[src/rtl/alu_serial_nbit_if.sv]
// Bus bundle for the bit-serial ALU. With ALU_SERIAL_SUB_EN defined the
// bundle also carries the signed-overflow flag v.
//
// Handshake: the master raises start with mode/a/b/c_in valid; the ALU takes
// them at the first rising edge where busy=0 (idle or finishing). A start seen
// while busy=1 is dropped. done pulses for one cycle when x/c_out/zero/mode_err
// are valid, and those results hold until the next accepted start.
interface alu_serial_nbit_if #(
    parameter int WIDTH = 8
);
    logic             start;
    logic [2:0]       mode;
    logic [WIDTH-1:0] a;
    logic [WIDTH-1:0] b;
    logic             c_in;
    logic             busy;
    logic             done;
    logic [WIDTH-1:0] x;
    logic             c_out;
    logic             zero;
    logic             mode_err;
`ifdef ALU_SERIAL_SUB_EN
    logic             v;

    modport master (
        output start, mode, a, b, c_in,
        input  busy, done, x, c_out, zero, mode_err, v
    );
    modport slave (
        input  start, mode, a, b, c_in,
        output busy, done, x, c_out, zero, mode_err, v
    );
`else
    modport master (
        output start, mode, a, b, c_in,
        input  busy, done, x, c_out, zero, mode_err
    );
    modport slave (
        input  start, mode, a, b, c_in,
        output busy, done, x, c_out, zero, mode_err
    );
`endif
endinterface

[src/rtl/alu_serial_nbit.sv]
// Bit-serial WIDTH-bit ALU: one add/logic slice walks the operands LSB first.
// Optional macro ALU_SERIAL_SUB_EN adds MODE 101 = SUB and the overflow flag v.
module alu_serial_nbit #(
    parameter int WIDTH = 8
) (
    input  logic             clk,
    input  logic             rst_n,
    alu_serial_nbit_if.slave bus,
    output logic [1:0]       dbg_state
);
    localparam int CW = (WIDTH > 2) ? $clog2(WIDTH) : 1;

    localparam logic [2:0] OP_ADD  = 3'b000;
    localparam logic [2:0] OP_AND  = 3'b001;
    localparam logic [2:0] OP_OR   = 3'b010;
    localparam logic [2:0] OP_XOR  = 3'b011;
    localparam logic [2:0] OP_XNOR = 3'b100;
    localparam logic [2:0] OP_SUB  = 3'b101;

    typedef enum logic [1:0] {
        IDLE = 2'd0,
        RUN  = 2'd1,
        FIN  = 2'd2
    } state_t;

    state_t           state, state_nxt;
    logic [WIDTH-1:0] a_r, b_r, x_r;
    logic [2:0]       mode_r;
    logic [CW-1:0]    cnt;
    logic             carry, c_out_r, zero_r, mode_err_r;
    logic             accept, mode_legal, last_bit;
    logic             b_bit, r_bit, carry_nxt, is_arith, is_sub;
    logic [WIDTH-1:0] x_nxt;
`ifdef ALU_SERIAL_SUB_EN
    logic             v_r;
`endif

    always_comb begin
        accept   = bus.start && (state != RUN);
        last_bit = (state == RUN) && (cnt == CW'(WIDTH - 1));
`ifdef ALU_SERIAL_SUB_EN
        mode_legal = (bus.mode <= OP_SUB);
        is_sub     = (mode_r == OP_SUB);
`else
        mode_legal = (bus.mode <= OP_XNOR);
        is_sub     = 1'b0;
`endif
        is_arith = (mode_r == OP_ADD) || is_sub;
    end

    always_ff @(posedge clk or negedge rst_n) begin
        if (!rst_n) state <= IDLE;
        else        state <= state_nxt;
    end

    always_comb begin
        state_nxt = state;
        case (state)
            IDLE, FIN: begin
                state_nxt = IDLE;
                if (accept) state_nxt = mode_legal ? RUN : FIN;
            end
            RUN:     if (last_bit) state_nxt = FIN;
            default: state_nxt = IDLE;
        endcase
    end

    // One slice: subtraction feeds the inverted B bit with the carry preloaded to 1.
    always_comb begin
        b_bit     = b_r[0] ^ is_sub;
        r_bit     = 1'b0;
        carry_nxt = 1'b0;
        case (mode_r)
            OP_AND:  r_bit = a_r[0] & b_bit;
            OP_OR:   r_bit = a_r[0] | b_bit;
            OP_XOR:  r_bit = a_r[0] ^ b_bit;
            OP_XNOR: r_bit = ~(a_r[0] ^ b_bit);
            default: begin
                if (is_arith) begin
                    r_bit     = a_r[0] ^ b_bit ^ carry;
                    carry_nxt = (a_r[0] & b_bit) | (a_r[0] & carry) | (b_bit & carry);
                end
            end
        endcase
        x_nxt = {r_bit, x_r[WIDTH-1:1]};
    end

    always_ff @(posedge clk or negedge rst_n) begin
        if (!rst_n) begin
            a_r        <= '0;
            b_r        <= '0;
            x_r        <= '0;
            mode_r     <= OP_ADD;
            cnt        <= '0;
            carry      <= 1'b0;
            c_out_r    <= 1'b0;
            zero_r     <= 1'b1;
            mode_err_r <= 1'b0;
`ifdef ALU_SERIAL_SUB_EN
            v_r        <= 1'b0;
`endif
        end else if (accept) begin
            a_r        <= bus.a;
            b_r        <= bus.b;
            mode_r     <= bus.mode;
            cnt        <= '0;
            mode_err_r <= 1'b0;
            carry      <= 1'b0;
            if (bus.mode == OP_ADD) carry <= bus.c_in;
`ifdef ALU_SERIAL_SUB_EN
            if (bus.mode == OP_SUB) carry <= 1'b1;
`endif
            // Illegal opcodes skip RUN and present a clean zero result in FIN.
            if (!mode_legal) begin
                x_r        <= '0;
                c_out_r    <= 1'b0;
                zero_r     <= 1'b1;
                mode_err_r <= 1'b1;
`ifdef ALU_SERIAL_SUB_EN
                v_r        <= 1'b0;
`endif
            end
        end else if (state == RUN) begin
            a_r   <= a_r >> 1;
            b_r   <= b_r >> 1;
            x_r   <= x_nxt;
            carry <= carry_nxt;
            cnt   <= cnt + CW'(1);
            if (last_bit) begin
                c_out_r <= carry_nxt;
                zero_r  <= (x_nxt == '0);
`ifdef ALU_SERIAL_SUB_EN
                v_r     <= is_arith & (carry ^ carry_nxt);
`endif
            end
        end
    end

    assign bus.busy     = (state == RUN);
    assign bus.done     = (state == FIN);
    assign bus.x        = x_r;
    assign bus.c_out    = c_out_r;
    assign bus.zero     = zero_r;
    assign bus.mode_err = mode_err_r;
`ifdef ALU_SERIAL_SUB_EN
    assign bus.v        = v_r;
`endif
    assign dbg_state    = state;
endmodule

[src/flat_wrapper.sv]
// flat-port wrapper written by rule: the top's interface ports become plain ports
module alu_serial_nbit_flat 
#(
    parameter int WIDTH = 8
)
  (clk, rst_n, dbg_state, bus_start, bus_mode, bus_a, bus_b, bus_c_in, bus_busy, bus_done, bus_x, bus_c_out, bus_zero, bus_mode_err);
  alu_serial_nbit_if #(.WIDTH(WIDTH)) bus_i ();
  input  logic clk;
  input  logic rst_n;
  output logic [1:0] dbg_state;
  input wire logic [$bits(bus_i.start)-1:0] bus_start;
  input wire logic [$bits(bus_i.mode)-1:0] bus_mode;
  input wire logic [$bits(bus_i.a)-1:0] bus_a;
  input wire logic [$bits(bus_i.b)-1:0] bus_b;
  input wire logic [$bits(bus_i.c_in)-1:0] bus_c_in;
  output wire logic [$bits(bus_i.busy)-1:0] bus_busy;
  output wire logic [$bits(bus_i.done)-1:0] bus_done;
  output wire logic [$bits(bus_i.x)-1:0] bus_x;
  output wire logic [$bits(bus_i.c_out)-1:0] bus_c_out;
  output wire logic [$bits(bus_i.zero)-1:0] bus_zero;
  output wire logic [$bits(bus_i.mode_err)-1:0] bus_mode_err;
  assign bus_i.start = bus_start;
  assign bus_i.mode = bus_mode;
  assign bus_i.a = bus_a;
  assign bus_i.b = bus_b;
  assign bus_i.c_in = bus_c_in;
  assign bus_busy = bus_i.busy;
  assign bus_done = bus_i.done;
  assign bus_x = bus_i.x;
  assign bus_c_out = bus_i.c_out;
  assign bus_zero = bus_i.zero;
  assign bus_mode_err = bus_i.mode_err;
  alu_serial_nbit #(.WIDTH(WIDTH)) u_core (.clk(clk), .rst_n(rst_n), .bus(bus_i), .dbg_state(dbg_state));
endmodule
[config.mk]
export PLATFORM = sky130hd
export DESIGN_NAME = alu_serial_nbit_flat
export DESIGN_NICKNAME = d
export VERILOG_FILES = /design/src/rtl/alu_serial_nbit_if.sv /design/src/rtl/alu_serial_nbit.sv /design/src/flat_wrapper.sv
export SDC_FILE = /design/constraint.sdc
export NUM_CORES = 1
export LEC_CHECK = 0
export BUFFER_PORTS_ARGS = -buffer_cell sky130_fd_sc_hd__buf_2
export CORE_ASPECT_RATIO = 1.1
export CORE_MARGIN = 5
export CORE_UTILIZATION = 40
export CTS_CLUSTER_DIAMETER = 100
export DETAILED_ROUTE_END_ITERATION = 6
export PLACE_DENSITY_LB_ADDON = 0.25
export RECOVER_POWER = 100
export SLEW_MARGIN = 20
export SYNTH_ARGS = -nofsm -noshare
export SYNTH_HDL_FRONTEND = slang
export SYNTH_SLANG_ARGS = --single-unit
[constraint.sdc]
create_clock -name clk -period 3.64 [get_ports clk]
set_input_delay 0.728 -clock clk [delete_from_list [all_inputs] [get_ports clk]]
set_output_delay 0.728 -clock clk [all_outputs]
set_load 0.05 [all_outputs]
==> results of run 1 <==
## critical path, stage by stage
cell and delay (ps):
clkbuf_1 1020, nand2_4 130, nor2_1 560, o21ai_0 200
## how the worst min path moves through the flow
stage | slack, ps | cells after the start | to | start
final | 480 | 2 | u_core.a_r[5]$_DFFE_PN0P_ | u_core.a_r[6]$_DFFE_PN0P_
after floorplan | 430 | 0 | u_core.a_r[0]$_DFFE_PN0P_ | rst_n
after detailed placement | 470 | 2 | u_core.a_r[5]$_DFFE_PN0P_ | u_core.a_r[6]$_DFFE_PN0P_
after global routing | 510 | 2 | u_core.b_r[6]$_DFFE_PN0P_ | u_core.b_r[7]$_DFFE_PN0P_
after CTS | 490 | 2 | u_core.a_r[4]$_DFFE_PN0P_ | u_core.a_r[5]$_DFFE_PN0P_
after global placement | 460 | 2 | u_core.a_r[5]$_DFFE_PN0P_ | u_core.a_r[6]$_DFFE_PN0P_
## synthesized netlist by cell type, types with 2 or more instances
master,n,area (um^2)
ha_1,4,50.1
nor4_2,2,25.0
o21ai_0,19,95.1
mux2i_1,16,160
nand2_1,38,143
inv_1,2,7.51
buf_2,5,25.0
dfrtp_1,35,876
mux2_2,3,33.8
o21ai_1,7,35.0
o22ai_1,3,18.8
buf_6,2,22.5
nor2_1,4,15.0
nor2b_1,4,25.0
nor3_1,2,10.0
## report_power, final
part | switching (mW) | total (mW) | internal (mW) | leakage (nW)
clock | 0.139 | 0.272 | 0.134 | 0.0412
sequential | 0.133 | 0.704 | 0.570 | 0.457
combinational | 0.504 | 0.754 | 0.250 | 0.433
## stage by stage
| step | setup WS, ps | power (mW) | util | cells | hold WS [ps] |
|---|---|---|---|---|---|
| 2_1_floorplan | 1510 | 1.31 | - | 165 | 432 |
| 3_3_place_gp | 1390 | 1.48 | 0.459 | 249 | 463 |
| 3_5_place_dp | 1380 | 1.50 | 0.459 | 249 | 466 |
| 4_1_cts | 1520 | 1.77 | 0.479 | 257 | 488 |
| 5_1_grt | 960 | 1.87 | 0.472 | 257 | 511 |
| 6_report | 1140 | 1.73 | 0.472 | 257 | 481 |
## cell type report
cell class                      instances  area [um^2]
Clock inverter                          2         12.5
Sequential cell                        36          902
Multi-Input combinational cell        117          762
Tap cell                               54         67.6
Inverter                                4         20.0
Clock buffer                            6         72.6
Timing Repair Buffer                   38          173
Fill cell                             447         2240
## cells by family after synthesis
| group | share of synthesized area |
|---|---|
| simple gates | 0.181 |
| flops | 0.517 |
| compound gates | 0.109 |
| mux | 0.111 |
| buf+inv | 0.0416 |
| fa+ha+maj | 0.0401 |
## per-layer routing
metal | share of wire | track usage | wire, um
met5 | 0 | 0 | 0
met2 | 0.46 | 0.180 | 1560
met1 | 0.46 | 0.174 | 1590
met4 | 0.017 | 0.0554 | 59
met3 | 0.062 | 0.0405 | 212
## registers in the layout, summed over array words and instances, names as in the netlist
name,cells
u_core.a_r,8
u_core.b_r,8
u_core.bus.c_out,1
u_core.bus.mode_err,1
u_core.bus.x,8
u_core.bus.zero,1
u_core.carry,1
u_core.cnt,3
u_core.dbg_state,2
u_core.mode_r,3
==> key figures, run 1 <==
CTS
  – Post-CTS Resized: 0
  – H-tree levels: 2
  – # hold bufs at CTS: 0
  – # clock sinks: 36
  – Max clock buf depth: 2
  – Clock Pin Slew Worst Setup and Hold Paths: approximately 70 ps
  – Total CTS buffers: 5
  – Root Buffer Master: clkbuf_8
  – Worst-Skew Late Latency: about 280 ps
  – CTS tree: yes
  – Setup Fix Bufs, Post-CTS: 0

Synth
  – Synth Warn #: 0
  – Mapped Avg Cell Area: 10.6 um^2
  – Ys async rst share: 1.00
  – Synth unique cells: 34
  – Sequential share of the synthesized area: 0.517
  – Primary FF master, synth: dfrtp_1
  – Net Count, Synth: between 150 and 200
  – Number of flops mapped to enable cells by yosys: 0
  – FF+latch count, synth: 36
  – Post-Syn Area: about 0.0017 mm^2
  – Cells after Synth: 165

Job
  – Max Cap Viol: 1

Layout
  – Final nets: 230
  – Area growth, synth to finish: 15.1%
  – Share of layout cells above drive strength 1: 0.202
  – Antenna diodes: 0
  – Final instance area: between 0.002 and 0.0025 mm^2
  – Most common cell after layout, fill and taps aside: nand2_1
  – Most frequent cells in the layout: nand2_1 (38), dfrtp_1 (35), o21ai_0 (25), buf_2 (21), clkbuf_1 (17)

STA
  – Clk_skew: between 6 and 7 ps
  – Worst slew pin tran: approximately 1900 ps
  – Max Slew Vio Count: 37
  – Final Hold Fails: 0
  – Fin crit share: 0.687
  – RSZ-0062 raised after global routing: false
  – Highest clock rate: ~0.4 GHz
  – Rel. slew slack: -0.286
  – Final setup TNS: 0 ps
  – Minimum clock period: 2500 ps
  – Final setup fails: 0

Routing
  – Routed vias/inst: approximately 5.0
  – Detailed-route via count: ~1300
  – Total DRC errors in the routed layout: 0
  – Drt first pass iters: 4
  – Final wirelength: ~3.4 mm
  – Routed length per placed instance: about 13 um
  – 1st-iter DRT viols: 88
  – Antenna-violating nets left: 0

Die
  – Die Y: 79.3 um
  – Die width: between 70 and 80 um
  – Die area: between 0.005 and 0.006 mm^2
  – Core area: approximately 0.0043 mm^2
  – I/O pins: 38
  – Initial Utilization: 0.410
  – Floorplan row count: 25

Outcome
  – Failing checks: capacitance limit, slew limit
  – Status: finished, violations left

Critical path
  – Worst Setup SP: bus_start
  – Nature of the critical path endpoint: flip-flop
  – Startpoint types: primary input
  – Reg2Reg Depth: 4
  – Top fanout value on the critical path: 19
  – Setup slack, reg-to-reg: approximately 1700 ps
  – Critical Path AT: between 2000 and 3000 ps
  – Worst reg2reg endpoint: u_core.bus.x[2]$_DFFE_PN0P_
  – Worst Setup EP: u_core.bus.x[2]$_DFFE_PN0P_
  – CP Class: primary input to flip-flop
  – CP required: approximately 3800 ps
  – Reg2reg start: u_core.dbg_state[0]$_DFFE_PN0P_

Placed design
  – IO buf count: 37
  – Placed inst area: 0.00195 mm^2
  – Post-DP HPWL: approximately 2.4 mm
  – Gp weighted congestion: around 0.7

GRT
  – GR Overflow Total: 0
  – Vias in the first global route: ~1200
  – Total track usage: 0.126
  – First-pass GRT wire length: roughly 5.7 mm
  – Pin count of the biggest net entering global routing: 45
  – Initial antenna violation count: 0

Pwr
  – Power per Cell Area: 861 mW/mm^2
  – Leak Pwr: 0.932 nW
  – Worst VDD drop: approximately 520 uV

Worst hold path
  – Path type of the worst min-delay path: flip-flop to flip-flop
Power figures use the tool's default switching activity.
==> run 2, diff against run 1 <==
clock period = 2.2 ns   (was 3.64 ns; I/O delays follow)
==> run 2 against run 1 <==
The flow now finishes without violations. Combinational power is 67% higher. Clock skew is 0.78 ps higher. Sequential cell count stayed put. Sequential share of layout area is 0.74 points lower. Utilization is 0.79 points higher. Highest routed layer unchanged. First-iteration DRC count is 5.7% higher. Clock power is 110% higher. Die area stayed put.
==> key figures, run 2 (synthesis results as in run 1) <==
STA
  – RSZ-0062 raised after global routing: false
  – Worst slew pin tran: around 800 ps
  – Highest clock rate: 0.547 GHz
  – Final setup TNS: 0 ps
  – Rel. slew slack: 0.467
  – Final setup fails: 0
  – Minimum clock period: 1830 ps
  – Fin crit share: 0.831
  – Max Slew Vio Count: 0
  – Final Hold Fails: 0
  – Clk_skew: 7.70 ps

Critical path
  – Slowest cell delay on critical path: between 300 and 400 ps
  – CP required: approximately 1800 ps
  – Nature of the critical path endpoint: output port
  – CP Class: flip-flop to output port
  – Ordered cell list for the critical path: nand2b_2 -> inv_1 -> clkbuf_2
  – Slowest cell on crit path: dfrtp_1
  – Setup slack, reg-to-reg: 420 ps
  – Startpoint types: flip-flop
  – Critical Path AT: 1390 ps
  – Top fanout value on the critical path: 14

CTS
  – Worst-Skew Late Latency: 290 ps
  – Setup Fix Bufs, Post-CTS: 0
  – Post-CTS Resized: 0
  – # hold bufs at CTS: 0
  – Root Buffer Master: clkbuf_8
  – Clock Pin Slew Worst Setup and Hold Paths: 70 ps
  – Max clock buf depth: 2
  – H-tree levels: 2
  – CTS tree: yes
  – Total CTS buffers: 5
  – # clock sinks: 36

Placed design
  – IO buf count: 37
  – Placed cell count: 250
  – Post-DP HPWL: approximately 2.5 mm
  – Gp weighted congestion: 0.709

Layout
  – Most common cell after layout, fill and taps aside: nand2_1
  – Antenna diodes: 0
  – Final nets: 231
  – Most frequent cells in the layout: nand2_1 (39), dfrtp_1 (35), o21ai_0 (25), buf_2 (22), mux2i_1 (16)
  – Finished Layout Cells: 258
  – Share of layout cells above drive strength 1: 0.216
  – Area growth, synth to finish: 17.1%

Pwr
  – Leak Pwr: between 0.9 and 1 nW
  – Worst VDD drop: 471 uV
  – Power per Cell Area: around 1500 mW/mm^2

Die
  – Die width: 73.0 um
  – Initial Utilization: 0.410
  – Core area: approximately 0.0043 mm^2
  – Die area: ~0.0058 mm^2
  – I/O pins: 38
  – Floorplan row count: 25
  – Die Y: about 80 um

GRT
  – Total track usage: 0.131
  – First-pass GRT wire length: approximately 5.8 mm
  – GR Overflow Total: 0
  – Initial antenna violation count: 0
  – Pin count of the biggest net entering global routing: 45
  – Vias in the first global route: between 1000 and 1500

Job
  – Max Cap Viol: 0

Routing
  – Detailed-route via count: between 1000 and 1500
  – Routed vias/inst: between 4 and 5
  – Routed length per placed instance: roughly 14 um
  – Total DRC errors in the routed layout: 0
  – Final wirelength: 3.52 mm
  – Antenna-violating nets left: 0
  – 1st-iter DRT viols: 93
  – Drt first pass iters: 5

Outcome
  – Status: complete, no violations

Worst hold path
  – Path type of the worst min-delay path: primary input to async pin
==> run 2: cell types whose count changed in the layout (fill, tap and decap cells not counted), sizes merged <==
cell	change
bufinv	+1
buf	+2
clkinvlp	-1
clkbuf	-1
==> run 2: layer usage <==
metal / GRT usage / part of all wire / vias up
li1: - / - / 643
met1: 0.168 / 0.44 / 587
met2: 0.203 / 0.48 / 35
met3: 0.0418 / 0.064 / 7
met4: 0.0498 / 0.011 / 0
met5: 0 / 0 / -
==> run 2: final timing paths <==
path,startpoint,to,cells after the start
setup reg to reg,u_core.dbg_state[0]$_DFFE_PN0P_,u_core.bus.x[6]$_DFFE_PN0P_,4
hold / removal,rst_n,u_core.b_r[6]$_DFFE_PN0P_,1
hold reg to reg,u_core.b_r[4]$_DFFE_PN0P_,u_core.b_r[3]$_DFFE_PN0P_,2
min in group clk,bus_a[7],u_core.a_r[7]$_DFFE_PN0P_,3
max in group asynchronous,rst_n,u_core.bus.x[6]$_DFFE_PN0P_,1
setup / recovery,u_core.dbg_state[1]$_DFFE_PN0P_,bus_busy,3
==> run 2: stage by stage <==
stage	power, mW	cell area [um^2]	hold slack [ps]	utilization	setup slack (ps)
6_report	2.98	2040	240	0.480	371
5_1_grt	3.22	2040	296	0.480	265
4_1_cts	3.07	2070	265	0.486	369
3_5_place_dp	2.49	1960	472	0.461	492
3_3_place_gp	2.46	1960	460	0.461	553
2_1_floorplan	2.17	1750	144	-	363
==> run 2: cell type report <==
cell class / count / area, um^2
fillers: 446 / 2210
flip-flops and latches: 36 / 902
multi-input cells: 117 / 763
repair buffers: 39 / 183
clock buffers: 6 / 72.6
well taps: 54 / 67.6
clock inverters: 2 / 35.0
inverters: 4 / 20.0
==> run 2: where the power goes <==
group | internal (mW) | total [mW] | switching (mW)
Combinational | 0.416 | 1.26 | 0.844
Sequential | 0.944 | 1.16 | 0.212
Clock | 0.336 | 0.567 | 0.231
Total | 1.70 | 2.98 | 1.29
==> run 2: critical path, delay by kind of cell (launching register included) <==
family	cells	cell delay (ps)
simple gates	1	300
flops	1	380
buf+inv	2	430
